## src/rtl/conv2d_loader_pkg.sv

```systemverilog
// Shared types and constants for the conv2d frame loader.
// Loader state encoding, default sync marker, checksum width.
package conv2d_loader_pkg;

  typedef enum logic [2:0] {
    ST_IDLE   = 3'd0,
    ST_IFMAP  = 3'd1,
    ST_FILTER = 3'd2,
    ST_CSUM   = 3'd3,
    ST_DONE   = 3'd4
  } state_e;

  localparam logic [7:0] SYNC_BYTE_DEF = 8'hA5;
  localparam int         CSUM_W        = 8;

endpackage

```

## src/rtl/conv2d_frame_loader_if.sv

```systemverilog
// Received-byte stream from uart_rx into the frame loader.
// rx_data: byte, rx_valid: one-cycle strobe. master = uart, slave = loader.
interface conv2d_frame_loader_if;
  import conv2d_loader_pkg::*;

  logic [CSUM_W-1:0] rx_data;
  logic              rx_valid;

  modport master (output rx_data, output rx_valid);
  modport slave  (input  rx_data, input  rx_valid);

endinterface

```

## src/rtl/loader_timeout_timer.sv

```systemverilog
// Reloadable idle counter; expired pulses when the count reaches TIMEOUT_CYCLES-1.
// Ports: clk, rst_n, clear, enable, kick (reload), expired (comb pulse).
module loader_timeout_timer #(
  parameter int unsigned TIMEOUT_CYCLES = 50_000_000
) (
  input  logic clk,
  input  logic rst_n,
  input  logic clear,
  input  logic enable,
  input  logic kick,
  output logic expired
);

  localparam int unsigned CW =
    (TIMEOUT_CYCLES > 1) ? $clog2(TIMEOUT_CYCLES) : 1;
  localparam logic [CW-1:0] LAST = CW'(TIMEOUT_CYCLES - 1);

  logic [CW-1:0] cnt_q, cnt_d;

  // A byte in the expiry cycle reloads the counter and wins over expiry.
  always_comb begin
    cnt_d   = cnt_q + 1'b1;
    expired = 1'b0;
    if (clear || !enable || kick) begin
      cnt_d = '0;
    end else if (cnt_q == LAST) begin
      cnt_d   = '0;
      expired = 1'b1;
    end
  end

  always_ff @(posedge clk or negedge rst_n) begin
    if (!rst_n) cnt_q <= '0;
    else        cnt_q <= cnt_d;
  end

endmodule

```

## src/rtl/conv2d_frame_loader.sv

```systemverilog
// Framed loader: sync, ifmap stream to FIFO, filter shadow, checksum commit.
// Ports: clk, rst_n, clear_i, rx (byte stream), FIFO write/flush, filter, status.
module conv2d_frame_loader
  import conv2d_loader_pkg::*;
#(
  parameter int unsigned IFMAP_BYTES    = 1024,
  parameter int unsigned FILTER_BYTES   = 9,
  parameter logic [7:0]  SYNC_BYTE      = SYNC_BYTE_DEF,
  parameter int unsigned TIMEOUT_CYCLES = 50_000_000
) (
  input  logic                      clk,
  input  logic                      rst_n,
  input  logic                      clear_i,
  conv2d_frame_loader_if.slave      rx,
  output logic                      ifmap_wr_en_o,
  output logic [7:0]                ifmap_data_o,
  output logic                      fifo_flush_o,
  output logic [FILTER_BYTES*8-1:0] filter_data_o,
  output logic                      conv_en_o,
  output logic                      frame_err_o,
  output logic                      busy_o,
  output logic [7:0]                err_cnt_o
);

  localparam int unsigned BCW =
    (IFMAP_BYTES > 1) ? $clog2(IFMAP_BYTES) : 1;
  localparam int unsigned FW = FILTER_BYTES * 8;
  localparam logic [BCW-1:0] IFMAP_LAST = BCW'(IFMAP_BYTES - 1);
  localparam logic [BCW-1:0] FILT_LAST  = BCW'(FILTER_BYTES - 1);

  state_e            state_q, state_d;
  logic [BCW-1:0]    cnt_q, cnt_d;
  logic [CSUM_W-1:0] csum_q, csum_d;
  logic [FW-1:0]     shadow_q, shadow_d;
  logic [FW-1:0]     filter_q, filter_d;
  logic              conv_en_q, conv_en_d;
  logic              wr_en_q, wr_en_d;
  logic [7:0]        data_q, data_d;
  logic              flush_q, flush_d;
  logic              err_q, err_d;
  logic              busy_q, busy_d;
  logic [7:0]        err_cnt_q, err_cnt_d;
  logic              in_frame;
  logic              expired;
  logic              fail;

  assign in_frame = (state_q == ST_IFMAP) ||
                    (state_q == ST_FILTER) ||
                    (state_q == ST_CSUM);

  loader_timeout_timer #(
    .TIMEOUT_CYCLES (TIMEOUT_CYCLES)
  ) u_timer (
    .clk     (clk),
    .rst_n   (rst_n),
    .clear   (clear_i),
    .enable  (in_frame),
    .kick    (rx.rx_valid),
    .expired (expired)
  );

  always_comb begin
    state_d   = state_q;
    cnt_d     = cnt_q;
    csum_d    = csum_q;
    shadow_d  = shadow_q;
    filter_d  = filter_q;
    conv_en_d = conv_en_q;
    wr_en_d   = 1'b0;
    data_d    = data_q;
    flush_d   = 1'b0;
    err_d     = 1'b0;
    err_cnt_d = err_cnt_q;
    fail      = 1'b0;

    unique case (state_q)
      ST_IDLE: begin
        cnt_d  = '0;
        csum_d = '0;
        if (rx.rx_valid && rx.rx_data == SYNC_BYTE)
          state_d = ST_IFMAP;
      end
      ST_IFMAP: begin
        if (rx.rx_valid) begin
          wr_en_d = 1'b1;
          data_d  = rx.rx_data;
          csum_d  = csum_q + rx.rx_data;
          if (cnt_q == IFMAP_LAST) begin
            cnt_d   = '0;
            state_d = ST_FILTER;
          end else begin
            cnt_d = cnt_q + 1'b1;
          end
        end else if (expired) begin
          fail = 1'b1;
        end
      end
      ST_FILTER: begin
        if (rx.rx_valid) begin
          for (int k = 0; k < FILTER_BYTES; k++)
            if (cnt_q == BCW'(k))
              shadow_d[k*8 +: 8] = rx.rx_data;
          csum_d = csum_q + rx.rx_data;
          if (cnt_q == FILT_LAST) begin
            cnt_d   = '0;
            state_d = ST_CSUM;
          end else begin
            cnt_d = cnt_q + 1'b1;
          end
        end else if (expired) begin
          fail = 1'b1;
        end
      end
      ST_CSUM: begin
        if (rx.rx_valid) begin
          if (rx.rx_data == csum_q) begin
            filter_d  = shadow_q;
            conv_en_d = 1'b1;
            state_d   = ST_DONE;
          end else begin
            fail = 1'b1;
          end
        end else if (expired) begin
          fail = 1'b1;
        end
      end
      ST_DONE: begin
      end
      default: state_d = ST_IDLE;
    endcase

    // Checksum mismatch and timeout share one abort path.
    if (fail) begin
      state_d  = ST_IDLE;
      err_d    = 1'b1;
      flush_d  = 1'b1;
      shadow_d = '0;
      cnt_d    = '0;
      csum_d   = '0;
      if (err_cnt_q != 8'hFF)
        err_cnt_d = err_cnt_q + 8'd1;
    end

    if (clear_i) begin
      state_d   = ST_IDLE;
      cnt_d     = '0;
      csum_d    = '0;
      shadow_d  = '0;
      filter_d  = '0;
      conv_en_d = 1'b0;
      wr_en_d   = 1'b0;
      data_d    = '0;
      flush_d   = 1'b0;
      err_d     = 1'b0;
      err_cnt_d = '0;
    end

    busy_d = (state_d == ST_IFMAP) ||
             (state_d == ST_FILTER) ||
             (state_d == ST_CSUM);
  end

  always_ff @(posedge clk or negedge rst_n) begin
    if (!rst_n) begin
      state_q   <= ST_IDLE;
      cnt_q     <= '0;
      csum_q    <= '0;
      shadow_q  <= '0;
      filter_q  <= '0;
      conv_en_q <= 1'b0;
      wr_en_q   <= 1'b0;
      data_q    <= '0;
      flush_q   <= 1'b0;
      err_q     <= 1'b0;
      busy_q    <= 1'b0;
      err_cnt_q <= '0;
    end else begin
      state_q   <= state_d;
      cnt_q     <= cnt_d;
      csum_q    <= csum_d;
      shadow_q  <= shadow_d;
      filter_q  <= filter_d;
      conv_en_q <= conv_en_d;
      wr_en_q   <= wr_en_d;
      data_q    <= data_d;
      flush_q   <= flush_d;
      err_q     <= err_d;
      busy_q    <= busy_d;
      err_cnt_q <= err_cnt_d;
    end
  end

  assign ifmap_wr_en_o = wr_en_q;
  assign ifmap_data_o  = data_q;
  assign fifo_flush_o  = flush_q;
  assign filter_data_o = filter_q;
  assign conv_en_o     = conv_en_q;
  assign frame_err_o   = err_q;
  assign busy_o        = busy_q;
  assign err_cnt_o     = err_cnt_q;

endmodule

```

## src/flat_wrapper.sv

```systemverilog
// flat-port wrapper written by rule: the top's interface ports become plain ports
module conv2d_frame_loader_flat import conv2d_loader_pkg::*;
#(
  parameter int unsigned IFMAP_BYTES    = 1024,
  parameter int unsigned FILTER_BYTES   = 9,
  parameter logic [7:0]  SYNC_BYTE      = SYNC_BYTE_DEF,
  parameter int unsigned TIMEOUT_CYCLES = 50_000_000
)
  (clk, rst_n, clear_i, ifmap_wr_en_o, ifmap_data_o, fifo_flush_o, filter_data_o, conv_en_o, frame_err_o, busy_o, err_cnt_o, rx_rx_data, rx_rx_valid);
  conv2d_frame_loader_if rx_i ();
  input  logic clk;
  input  logic rst_n;
  input  logic clear_i;
  output logic ifmap_wr_en_o;
  output logic [7:0] ifmap_data_o;
  output logic fifo_flush_o;
  output logic [FILTER_BYTES*8-1:0] filter_data_o;
  output logic conv_en_o;
  output logic frame_err_o;
  output logic busy_o;
  output logic [7:0] err_cnt_o;
  input wire logic [$bits(rx_i.rx_data)-1:0] rx_rx_data;
  input wire logic [$bits(rx_i.rx_valid)-1:0] rx_rx_valid;
  assign rx_i.rx_data = rx_rx_data;
  assign rx_i.rx_valid = rx_rx_valid;
  conv2d_frame_loader #(.IFMAP_BYTES(IFMAP_BYTES), .FILTER_BYTES(FILTER_BYTES), .SYNC_BYTE(SYNC_BYTE), .TIMEOUT_CYCLES(TIMEOUT_CYCLES)) u_core (.clk(clk), .rst_n(rst_n), .clear_i(clear_i), .rx(rx_i), .ifmap_wr_en_o(ifmap_wr_en_o), .ifmap_data_o(ifmap_data_o), .fifo_flush_o(fifo_flush_o), .filter_data_o(filter_data_o), .conv_en_o(conv_en_o), .frame_err_o(frame_err_o), .busy_o(busy_o), .err_cnt_o(err_cnt_o));
endmodule
```

## config.mk

```make
export PLATFORM = sky130hd
export DESIGN_NAME = conv2d_frame_loader_flat
export DESIGN_NICKNAME = d
export VERILOG_FILES = /design/src/rtl/conv2d_loader_pkg.sv /design/src/rtl/conv2d_frame_loader_if.sv /design/src/rtl/loader_timeout_timer.sv /design/src/rtl/conv2d_frame_loader.sv /design/src/flat_wrapper.sv
export SDC_FILE = /design/constraint.sdc
export NUM_CORES = 1
export LEC_CHECK = 0
export BUFFER_PORTS_ARGS = -buffer_cell sky130_fd_sc_hd__buf_2
export CAP_MARGIN = 20
export CORE_ASPECT_RATIO = 1.1
export CORE_MARGIN = 1
export CORE_UTILIZATION = 58
export CTS_CLUSTER_SIZE = 25
export DETAILED_ROUTE_END_ITERATION = 8
export PLACE_DENSITY = 0.81
export SYNTH_ARGS = -nofsm -noshare
export SYNTH_HDL_FRONTEND = slang
export SYNTH_SLANG_ARGS = --single-unit
```

## constraint.sdc

```tcl
create_clock -name clk -period 6.28 [get_ports clk]
set_input_delay 1.256 -clock clk [delete_from_list [all_inputs] [get_ports clk]]
set_output_delay 1.256 -clock clk [all_outputs]
set_load 0.05 [all_outputs]
```

; ---- Word level (Yosys, flattened, before mapping)
; Index checks and enable logic that the tools add are counted.
[word_totals]
inputBits = 12
wordCells = 153
memories = 0
mem_bits_ro = 0
out_inout_bits = 93
ram_bits = 0
ff_bits = 211
latchBits = 0
[op_classes]
n_reduce_logical = 44
div = 0
multipliers = 0
order_cmp = 0
addsub = 4
shifts = 0
bitwise_logic = 0
n_eq_ne = 23
muxes = 62
[ops]
columns = cell, count
row1 = $mux W72, 8
row2 = $mux W8, 18
row3 = $mux W10, 6
row4 = $mux W26, 2
row5 = $eq A10 B3 Y1 const B, 4
row6 = $reduce_and A3 Y1, 11
row7 = $reduce_bool A3 Y1, 11
row8 = $pmux W10 S3, 1
row9 = $mux W3, 9
row10 = $add A26 B1 Y26 const B, 1
row11 = $eq A26 B26 Y1 const B, 1
row12 = $eq A10 B2 Y1 const B, 2
row13 = $pmux W8 S2, 1
row14 = $mux W1, 15
row15 = $pmux W3 S5, 1
row16 = $eq A3 B2 Y1 const B, 4
row17 = $reduce_bool A2 Y1, 6
row18 = $add A10 B1 Y10 const B, 1
row19 = $eq A10 B1 Y1 const B, 1
row20 = $eq A10 B10 Y1 const B, 1
row21 = $eq A10 B4 Y1 const B, 1
row22 = $logic_not A10 Y1, 1
row23 = $add A8 B1 Y8 const B, 1
row24 = $add A8 B8 Y8, 1
row25 = 16 further kinds, 25

; ---- Depth between registers and ports, before layout
; Gate-level depths: netlist of run 1.
[depth]
depth_word = 15
depth_mapped = 10
ltp_nobuf = 9

; ---- Hierarchy
; Synthesis of run 1 repeated with hierarchy kept, for this count alone.
[unflattened]
hier_cells = 972
hier_area_um2 = 9663.0
[by_module_without_submodules]
columns = mod, cells_each, area_each_um2, instances, seq_area_each_um2
row1 = conv2d_frame_loader, 825, 8295.5, 1, 4629.4
row2 = loader_timeout_timer, 147, 1367.6, 1, 650.6

; ---- Worst setup path before layout of run 1
; No wires, ideal clock.
[synth_timing]
kind = input to register
from = in rx_rx_data[5]
to = reg u_core.shadow_q[64]
path_slack_ps = 3062
path_stages = 10
required_time_ps = 6208
n_path_buf = 4
arrival_ps = 3146
setup_time_ps = 72
path_cell_list = ha_1 -> nor4_1 -> and3_1 -> clkbuf_1 -> nor2_1 -> or3_1 -> buf_2 -> buf_4 -> buf_2 -> nor2_1
[synth_via]
elab_chain_cells = 6
word_cells_on_any_way = 10
classes_between = 1 x eq/ne / 5 x mux / 4 x reduce/logical
[synth_lines]
columns = element, line
row1 = from (decl), flat_wrapper.sv:22  ; input wire logic [$bits(rx_i.rx_data)-1:0] rx_rx_data;
row2 = $eq A8 B8 Y1 (*), conv2d_frame_loader.sv:116  ; if (rx.rx_data == csum_q) begin
row3 = $mux W1 (*), conv2d_frame_loader.sv:116
row4 = $mux W1 (*), conv2d_frame_loader.sv:115  ; if (rx.rx_valid) begin
row5 = $pmux W1 S2 (*), conv2d_frame_loader.sv:76  ; unique case (state_q)
row6 = $reduce_bool A3 Y1 (no source line) or $mux W72 (tied branches), -
row7 = $reduce_and A3 Y1 (no source line) or $mux W72 (tied branches), -
row8 = to (signal assigned), conv2d_frame_loader.sv:181  ; shadow_q <= shadow_d;
row9 = to (decl), conv2d_frame_loader.sv:34  ; logic [FW-1:0] shadow_q, shadow_d;
; Mark *: on every way between the ends. The rest lies on a longest branch, timed or not.
; A chain may end at the register's enable or synchronous reset.

; ---- Worst setup path in the final report of run 1
[layout_timing]
from = in clear_i
to = reg u_core.shadow_q[10]
[layout_via]
elab_chain_cells = 8
word_cells_on_any_way = 13
classes_between = 7 x mux / 6 x reduce/logical
[layout_lines]
columns = element, line
row1 = from (decl), flat_wrapper.sv:13  ; input logic clear_i;
row2 = $logic_or A1 B1 Y1 (2 in series), loader_timeout_timer.sv:24  ; if (clear || !enable || kick) begin
row3 = $mux W1, loader_timeout_timer.sv:24
row4 = $mux W1, "conv2d_frame_loader.sv:94, conv2d_frame_loader.sv:110, conv2d_frame_loader.sv:123"
row5 = "$mux W1, on equally long branches", "conv2d_frame_loader.sv:115, conv2d_frame_loader.sv:99"
row6 = $pmux W1 S2, conv2d_frame_loader.sv:76
row7 = $reduce_bool A3 Y1 (no source line) or $mux W72 (tied branches), -
row8 = $reduce_and A3 Y1 (no source line) or $mux W72 (tied branches), -
; Parallel ways exist; a longest one is shown, timed or not.

==> results of run 1 <==
worst max path at each step:
stage | start | endpoint | slack (ns) | cells after the start
3_5_place_dp | clear_i | u_core.shadow_q[30]$_DFFE_PN0P_ | 1.94 | 6
3_3_place_gp | clear_i | u_core.shadow_q[26]$_DFFE_PN0P_ | 1.97 | 6
4_1_cts | clear_i | u_core.shadow_q[14]$_DFFE_PN0P_ | 2.45 | 6
5_1_grt | clear_i | u_core.shadow_q[12]$_DFFE_PN0P_ | 2.24 | 6
2_1_floorplan | rx_rx_data[5] | u_core.shadow_q[64]$_DFFE_PN0P_ | 3.06 | 10
6_report | clear_i | u_core.shadow_q[10]$_DFFE_PN0P_ | 2.44 | 6
flip-flops by register name (all words and copies together), names as in the netlist:
signal and count:
u_core.filter_data_o 72, u_core.shadow_q 72, u_core.u_timer.cnt_q 26, u_core.cnt_q 10
u_core.csum_q 8, u_core.err_cnt_o 8, u_core.ifmap_data_o 8, u_core.state_q 3
u_core.busy_o 1, u_core.conv_en_o 1, u_core.fifo_flush_o 1, u_core.ifmap_wr_en_o 1
kinds of logic (layout without fill, tap and decap cells):
group / after synthesis / in the layout / share of synthesized area
simple gates: 422 / 422 / 0.199
flops: 211 / 211 / 0.561
compound gates: 140 / 140 / 0.0825
buf+inv: 72 / 157 / 0.0319
mux: 69 / 69 / 0.0736
xor+xnor: 35 / 35 / 0.0326
fa+ha+maj: 14 / 14 / 0.0194
cells in the final DEF (no fill, tap or decap), types with 6 or more instances in the layout:
master / synthesis / routed
clkbuf_16: 0 / 23
xor2_1: 27 / 27
o21ai_0: 9 / 9
buf_2: 9 / 102
nand4_1: 7 / 7
nor3_1: 11 / 11
nor2_1: 122 / 122
a22o_1: 7 / 7
dfrtp_1: 211 / 211
nand2_1: 197 / 197
inv_1: 12 / 12
nand3_1: 27 / 26
nor2b_1: 7 / 7
clkbuf_1: 46 / 6
a21oi_1: 104 / 104
xnor2_1: 8 / 8
and3_1: 13 / 12
mux2i_1: 68 / 68
ha_1: 13 / 13
power by group:
| part | switching (mW) | leakage, nW | internal, mW |
|---|---|---|---|
| logic | 0.0666 | 2.20 | 0.0119 |
| registers | 0.000272 | 2.95 | 1.36 |
| clock network | 0.503 | 0.341 | 0.754 |
| total | 0.570 | 5.49 | 2.13 |
per-stage QoR:
stage / hold slack, ns / area, um^2 / utilization
after floorplan: 0.469 / 9410 / -
after global placement: 0.479 / 9990 / 0.633
after detailed placement: 0.483 / 9990 / 0.633
after CTS: 0.495 / 10700 / 0.677
after global routing: 0.542 / 10700 / 0.677
final: 0.492 / 10700 / 0.677
final cells by class:
cell class,count,area (um^2),area share
sequential,211,5280,0.494
multi-input combinational,680,3830,0.359
clock buffer,33,653,0.0611
timing repair buffer,109,582,0.0544
tap,200,250,0.0234
inverter,12,45.0,0.00421
clock inverter,3,43.8,0.00410
metal layers:
layer	part of all wire	vias up	wire, um
met1	0.44	3558	9460
li1	-	3377	-
met4	0.016	0	340
met3	0.054	29	1140
met5	0	-	0
met2	0.49	212	10300
worst min-delay path, stage by stage, from the launching register on:
cell and delay, ns:
dfrtp_1 0.34, nor2_1 0.05, nor2_1 0.07
==> metrics.txt, run 1 <==
Post-CTS Setup Bufs=0; Final Hold Violating Endpoints=0; Top-Level Pins=~110; GR met3 Demand/Resource=0.0299; GRT busiest layer=met2; Final Wtd Congestion=0.848; Worst-Skew Late Latency=around 0.50 ns; Fillers=1203; CTS Buf Count=22; Synth cell types=56; post-DP HPWL=13.1 mm; clock tree buffer depth=3; final worst path period need=between 3 and 4 ns; initial antenna violation count=0; antenna-violating nets left=0; CP delay by family, top=simple AND/OR/NAND/NOR gates; cell mode on critical path=buf_4; leading area contributor after synthesis=dfrtp_1; hold endpoint=u_core.conv_en_o$_DFFE_PN0P_; Post-synth EDFFs=0; Nets=1062; type of element capturing the critical path=flip-flop; Mapped Cells=963; Die X=123 um; Mapped Nets=989; antenna diode count=0; Starting Density=0.596; r2r startpoint=u_core.state_q[2]$_DFF_PN0_; Hold Buf Count CTS=0; crit-path max cell delay=0.87 ns; commonest cells in the netlist=dfrtp_1, nand2_1, nor2_1; r2r worst-path depth=5; Worst Max-Slew Pin Slew=1.00 ns; final critical-path share of the clock period=0.612; clk slew on worst S/H paths=0.06 ns; Die ar.=16700 um^2; largest net degree at the start of global routing=~130; H-tree levels=1; HP Start=u_core.conv_en_o$_DFFE_PN0P_; Root Driver=clkbuf_16; worst path arrival time=4.21 ns; HP Class=reg2reg; clk sinks=~210; vias in the first global route=6962; I/O Buffers=104; non-filler cells, final=approximately 1200; grt total ovfl=0; most frequent cell after synthesis=dfrtp_1; post-synthesis sequential area ratio=0.561; Critical Path Source Type=input pin; met1 usage=0.382; Synth Area per Inst=9.77 um^2; Final WS setup=2.44 ns; max-cap viol count=0; hold depth=2; Core Footprint=approximately 16000 um^2; first-pass GRT wire length=34.7 mm; share of the synthesized area in the top cell type=0.561; CP Buf/Inv Count=2; Setup CP Type=in2reg; flop2flop setup slack=between 3 and 4 ns; post_cts resized=0; placed insts=around 1200; crit-path max FO=96; PwrDens=252 nW/um^2; CTS tree=done; first-pass iteration count of the detailed router=5; Setup Viol. Count Final=0; Worst slew margin=0.326; VDD IR max=between 0.00015 and 0.0002 V; Iter 0 DRT Violations=about 620; FP Rows=48; critical-path cell with the highest stage delay=or3_2; Max Clock Freq=0.260 GHz; Async S/R FF share, synth=1.00; Slew Limit Fails=0; Worst R2R End=u_core.shadow_q[10]$_DFFE_PN0P_; residual DRC count=0; Die Y=136 um; WP data required=6.64 ns; final WL=21.3 mm; flops & latches, synth=211; CP cell instances=buf_4, or4_4, nor4_4, or3_2, buf_4, nor2_1; TNS Setup=0 ns; RSZ-0062 raised after global routing=false; top_reg_cell synth=dfrtp_1; Syn. warnings=0; Via Count=between 7000 and 8000; grt met2 use=0.425; GR Util All Layers=0.263; share of layout cells above drive strength 1=0.145; Cell Area, Synth=9410 um^2; per-cell routed wire length=17.0 um; Layout area overhead=13.6%; Leakage=5.49 nW; Tot Pwr=2.70 mW; DP Worst Slack=approximately 1.9 ns; vias per cell=approximately 5.8; status=finished clean; clk_skew=between 0.009 and 0.01 ns; Synth area leaders=dfrtp_1, nand2_1, mux2i_1
Power figures use the tool's default switching activity.
==> run 2: changes to the inputs <==
Settings changed: CORE_UTILIZATION 58 to 53, PLACE_DENSITY 0.81 to 0.78.
Clock period 6.28 ns to 3.3 ns, I/O delays scaled along.
==> run 2 against run 1 <==
  * Clock skew grew 0.0019 ns
  * Power grew 88%
  * Die area grew 9.3%
  * Critical path depth grew 1
  * Sequential cell count is the same
  * Via count shrank 0.32%
==> metrics.txt, run 2 (synthesized netlist as in run 1, its figures left out) <==
status=finished clean; Worst Max-Slew Pin Slew=1.01 ns (+0.00708 ns); Worst-Skew Late Latency=0.49 ns (about the same); I/O Buffers=104 (unchanged); Die Y=142 um (+4.5%); PwrDens=467 nW/um^2 (+85%); WP data required=3.72 ns (-2.92 ns); Leakage=5.57 nW (+1.4%); most frequent cells in the layout=dfrtp_1, nand2_1, nor2_1, a21oi_1, buf_2; HP Class=in2async; Comb power frac=0.033 (+0.004); FP Rows=50 (+4.2%); Layout area overhead=15.4%; CP cell instances=ha_1, nor4_1, and3_1, nor2_1, or3_2, nor2_2, a22o_1; CP Buf/Inv Count=0 (-2); met1 usage=0.339 (-0.0433); post-DP HPWL=13.1 mm (-0.57%); max-cap viol count=0 (unchanged); clk_skew=0.0118 ns (+0.00192 ns); initial antenna violation count=0 (unchanged); TNS Setup=0 ns (unchanged); antenna diode count=0 (unchanged); Die ar.=18300 um^2 (+9.3%); placed insts=1260 (+4.0%); GRT busiest layer=met2; VDD IR max=0.000280 V (+54%); first-pass iteration count of the detailed router=5 (unchanged); Starting Density=0.547 (-0.0488); final worst path period need=around 2.7 ns; crit-path max cell delay=0.61 ns (-0.26 ns); CTS tree=done; CP delay by family, top=simple AND/OR/NAND/NOR gates; GR met3 Demand/Resource=0.0339 (+0.00405); grt total ovfl=0 (unchanged); Hold Buf Count CTS=0 (unchanged); Final Hold Violating Endpoints=0 (unchanged); Top-Level Pins=105 (unchanged); Core Footprint=17200 um^2 (+8.9%); CTS Buf Count=21 (-4.5%); Setup Viol. Count Final=0 (unchanged); Post-CTS Setup Bufs=0 (unchanged); clk sinks=211 (unchanged); Setup CP Type=reg2reg; critical-path cell with the highest stage delay=or3_2; clk slew on worst S/H paths=0.06 ns (about the same); Final WS setup=0.562 ns (-1.88 ns); non-filler cells, final=1297 (+3.9%); residual DRC count=0 (unchanged); final critical-path share of the clock period=0.830; Via Count=7153 (-0.32%); Max Clock Freq=roughly 0.37 GHz; largest net degree at the start of global routing=96 (-25%); Critical Path Source Type=flip-flop; total internal power=3.96 mW (+86%); antenna-violating nets left=0 (unchanged); crit-path max FO=9 (-91%); final WL=21.1 mm (-0.65%); DP Worst Slack=0.202 ns (-1.74 ns); part of the power in registers=0.510 (+0.006); clock power share=0.457 (-0.009); worst path arrival time=3.16 ns (-1.05 ns); Root Driver=clkbuf_16; Slew Limit Fails=0 (unchanged); per-cell routed wire length=16.3 um (-4.4%); Fillers=1402 (+17%); Min Hold Slack=0.204 ns (-0.288 ns); Nets=1075 (+1.2%); RSZ-0062 raised after global routing=false; Die X=129 um (+4.5%); Worst slew margin=0.327 (+0.000423); first-pass GRT wire length=35.1 mm (+1.2%); share of layout cells above drive strength 1=0.161 (+0.0158); grt met2 use=0.399 (-0.0266); Final Wtd Congestion=0.864 (+1.9%); vias in the first global route=6880 (-1.2%); post_cts resized=0 (unchanged); H-tree levels=1 (unchanged); switching power=1.12 mW (+96%); GR Util All Layers=0.242 (-0.0214); vias per cell=5.52 (-4.1%); Tot Pwr=5.07 mW (+88%); clock tree buffer depth=3 (unchanged); type of element capturing the critical path=flip-flop; Iter 0 DRT Violations=592 (-3.9%); most common cell after layout, fill and taps aside=dfrtp_1; sw frac=0.220 (+0.00887)
-- run 2: final timing paths --
path | startpoint | to | slack [ns] | cells past startpoint
worst min register to register | u_core.conv_en_o$_DFFE_PN0P_ | u_core.conv_en_o$_DFFE_PN0P_ | 0.50 | 2
max in group asynchronous | rst_n | u_core.filter_data_o[4]$_DFFE_PN0P_ | 2.28 | 2
worst max-delay path | u_core.csum_q[5]$_DFFE_PN0P_ | u_core.csum_q[2]$_DFFE_PN0P_ | 0.56 | 7
min in group clk | clear_i | u_core.u_timer.cnt_q[6]$_DFF_PN0_ | 0.50 | 3
worst max register to register | u_core.csum_q[5]$_DFFE_PN0P_ | u_core.csum_q[2]$_DFFE_PN0P_ | 0.56 | 7
worst min-delay path | rst_n | u_core.u_timer.cnt_q[11]$_DFF_PN0_ | 0.20 | 1
-- run 2: metal layers --
layer | share of wire | routed length, um
met5 | 0 | 0
met4 | 0.014 | 303
met3 | 0.054 | 1150
met2 | 0.48 | 10200
met1 | 0.45 | 9450
-- run 2: power by group through the flow --
stage	Clock, mW	Sequential (mW)	Combinational (mW)
after floorplan	0	2.64	0.0643
after detailed placement	0	2.64	0.169
after global placement	0	2.64	0.168
after CTS	2.36	2.59	0.170
after global routing	2.47	2.59	0.185
final	2.32	2.59	0.167
-- run 2: layout make-up --
type	instances	area, um^2	area share
Multi-Input combinational cell	680	3830	0.353
Clock buffer	30	629	0.0580
Inverter	12	45.0	0.00415
Tap cell	234	293	0.0270
Timing Repair Buffer	123	724	0.0667
Sequential cell	211	5280	0.486
Clock inverter	7	48.8	0.00450
-- run 2: metrics by stage --
stage | utilization | instance area, um^2
6_report | 0.631 | 10900
5_1_grt | 0.631 | 10900
4_1_cts | 0.631 | 10900
3_5_place_dp | 0.591 | 10200
3_3_place_gp | 0.591 | 10200
2_1_floorplan | - | 9410
==> run 3: changes to the inputs <==
Settings changed: CORE_UTILIZATION 53 to 58, PLACE_DENSITY 0.78 to 0.81.
Clock period 3.3 ns to 2.8 ns, I/O delays scaled along.
==> run 3 against run 2 <==
  * Global-route usage rose by 2.6 points
  * Sequential share of layout area fell by 0.25 points
  * Count of clock-buffer cells in the layout rose by 3
  * First-iteration DRC count rose by 8.8%
  * Critical path depth fell by 1
  * Final cell count fell by 1.6%
  * Combinational power rose by 20%
==> metrics.txt, run 3 (synthesized netlist as in run 1, its figures left out) <==
worst path arrival time=2.82 ns (-0.34 ns); WP data required=3.15 ns (-0.57 ns); Worst-Skew Late Latency=0.50 ns (about the same); Final Hold Violating Endpoints=0 (unchanged); type of element capturing the critical path=flip-flop; largest net degree at the start of global routing=86 (-10%); CTS Buf Count=21 (unchanged); TNS Setup=0 ns (unchanged); I/O Buffers=104 (unchanged); Iter 0 DRT Violations=644 (+8.8%); Min Hold Slack=0.0431 ns (-0.161 ns); Setup CP Type=reg2reg; antenna-violating nets left=0 (unchanged); antenna diode count=0 (unchanged); residual DRC count=0 (unchanged); Layout area overhead=16.0%; Worst R2R End=u_core.shadow_q[45]$_DFFE_PN0P_; r2r startpoint=u_core.state_q[0]$_DFF_PN0_; post-DP HPWL=13.8 mm (+5.3%); Post-CTS Setup Bufs=0 (unchanged); most frequent cells in the layout=dfrtp_1, nand2_1, nor2_1, a21oi_1, buf_2; vias per cell=5.77 (+4.7%); final critical-path share of the clock period=0.883 (+0.0534); H-tree levels=1 (unchanged); vias in the first global route=7034 (+2.2%); Setup Viol. Count Final=0 (unchanged); final worst path period need=2.47 ns (-0.265 ns); Top-Level Pins=105 (unchanged); clk_skew=0.0104 ns (-0.00133 ns); Critical Path Source Type=flip-flop; Worst Max-Slew Pin Slew=0.919 ns (-0.0908 ns); CP Buf/Inv Count=1 (+1); Die Y=136 um (-4.3%); Leakage=5.63 nW (+1.1%); first-pass iteration count of the detailed router=5 (unchanged); initial antenna violation count=0 (unchanged); CP cell instances=nor2_2, or4_4, nor4_4, or3_2, buf_4, nor2_1; Final Wtd Congestion=0.894 (+3.4%); Starting Density=0.596 (+0.0488); VDD IR max=0.000398 V (+42%); Core Footprint=15800 um^2 (-8.2%); max-cap viol count=0 (unchanged); most common cell after layout, fill and taps aside=dfrtp_1; crit-path max cell delay=0.51 ns (-0.10 ns); FP Rows=48 (-4.0%); PwrDens=553 nW/um^2 (+18%); clock tree buffer depth=3 (unchanged); Worst slew margin=0.387 (+0.0606); Max Clock Freq=0.404 GHz (+11%); clk slew on worst S/H paths=0.06 ns (about the same); GR Util All Layers=0.268 (+0.0263); final WL=21.7 mm (+2.6%); CTS tree=done; post_cts resized=0 (unchanged); Nets=1087 (+1.1%); share of layout cells above drive strength 1=0.167 (+0.00642); HP Class=in2async; Hold Buf Count CTS=0 (unchanged); Fillers=1182 (-16%); crit-path max FO=55 (+46); grt total ovfl=0 (unchanged); Die X=123 um (-4.3%); flop2flop setup slack=0.33 ns (-0.23 ns); status=finished clean; Via Count=7367 (+3.0%); per-cell routed wire length=17.0 um (+4.3%); Slew Limit Fails=0 (unchanged); RSZ-0062 raised after global routing=false; clk sinks=211 (unchanged); Root Driver=clkbuf_16; r2r worst-path depth=6 (-1); CP delay by family, top=simple AND/OR/NAND/NOR gates; critical-path cell with the highest stage delay=dfrtp_1; first-pass GRT wire length=35.3 mm (+0.59%); Die ar.=16700 um^2 (-8.5%)
[run 3: where the power goes]
group          switching, mW  leakage (nW)  total (mW)  internal [mW]
registers           0.000627          2.95        3.05           3.05
logic                  0.156          2.34       0.201         0.0446
clock network           1.14         0.336        2.78           1.64
total                   1.29          5.63        6.03           4.73
[run 3: final cells by class]
class | instances | area (um^2) | area share
Sequential cell | 211 | 5280 | 0.484
Multi-Input combinational cell | 680 | 3830 | 0.351
Timing Repair Buffer | 135 | 815 | 0.0747
Clock buffer | 33 | 631 | 0.0578
Tap cell | 200 | 250 | 0.0229
Clock inverter | 5 | 56.3 | 0.00516
Inverter | 12 | 45.0 | 0.00413
[run 3: worst max-delay path by stage]
stage,from,endpoint,slack (ns),cells past startpoint
after floorplan,rx_rx_data[5],u_core.shadow_q[64]$_DFFE_PN0P_,0.28,10
after global placement,rx_rx_data[0],u_core.shadow_q[41]$_DFFE_PN0P_,0.15,8
after detailed placement,rx_rx_data[0],u_core.shadow_q[9]$_DFFE_PN0P_,0.09,8
after CTS,u_core.state_q[0]$_DFF_PN0_,u_core.shadow_q[45]$_DFFE_PN0P_,0.34,6
after global routing,u_core.state_q[0]$_DFF_PN0_,u_core.shadow_q[45]$_DFFE_PN0P_,0.16,6
final,u_core.state_q[0]$_DFF_PN0_,u_core.shadow_q[45]$_DFFE_PN0P_,0.33,6
[run 3: through the flow]
stage                     cells  worst slack (ns)  power, mW  utilization  cell area, um^2
after floorplan             963             0.278       3.18            -             9410
after global placement     1238             0.146       3.31        0.647            10200
after detailed placement   1238            0.0855       3.31        0.647            10200
after CTS                  1276             0.338       6.07        0.691            10900
after global routing       1276             0.162       6.21        0.691            10900
final                      1276             0.327       6.03        0.691            10900
[run 3: per-layer routing]
| layer | GRT usage | vias to the layer above | routed length, um |
|---|---|---|---|
| met1 | 0.375 | 3688 | 9300 |
| met5 | 0 | - | 0 |
| met2 | 0.441 | 219 | 10700 |
| met4 | 0.0770 | 0 | 456 |
| met3 | 0.0316 | 42 | 1200 |
| li1 | - | 3418 | - |
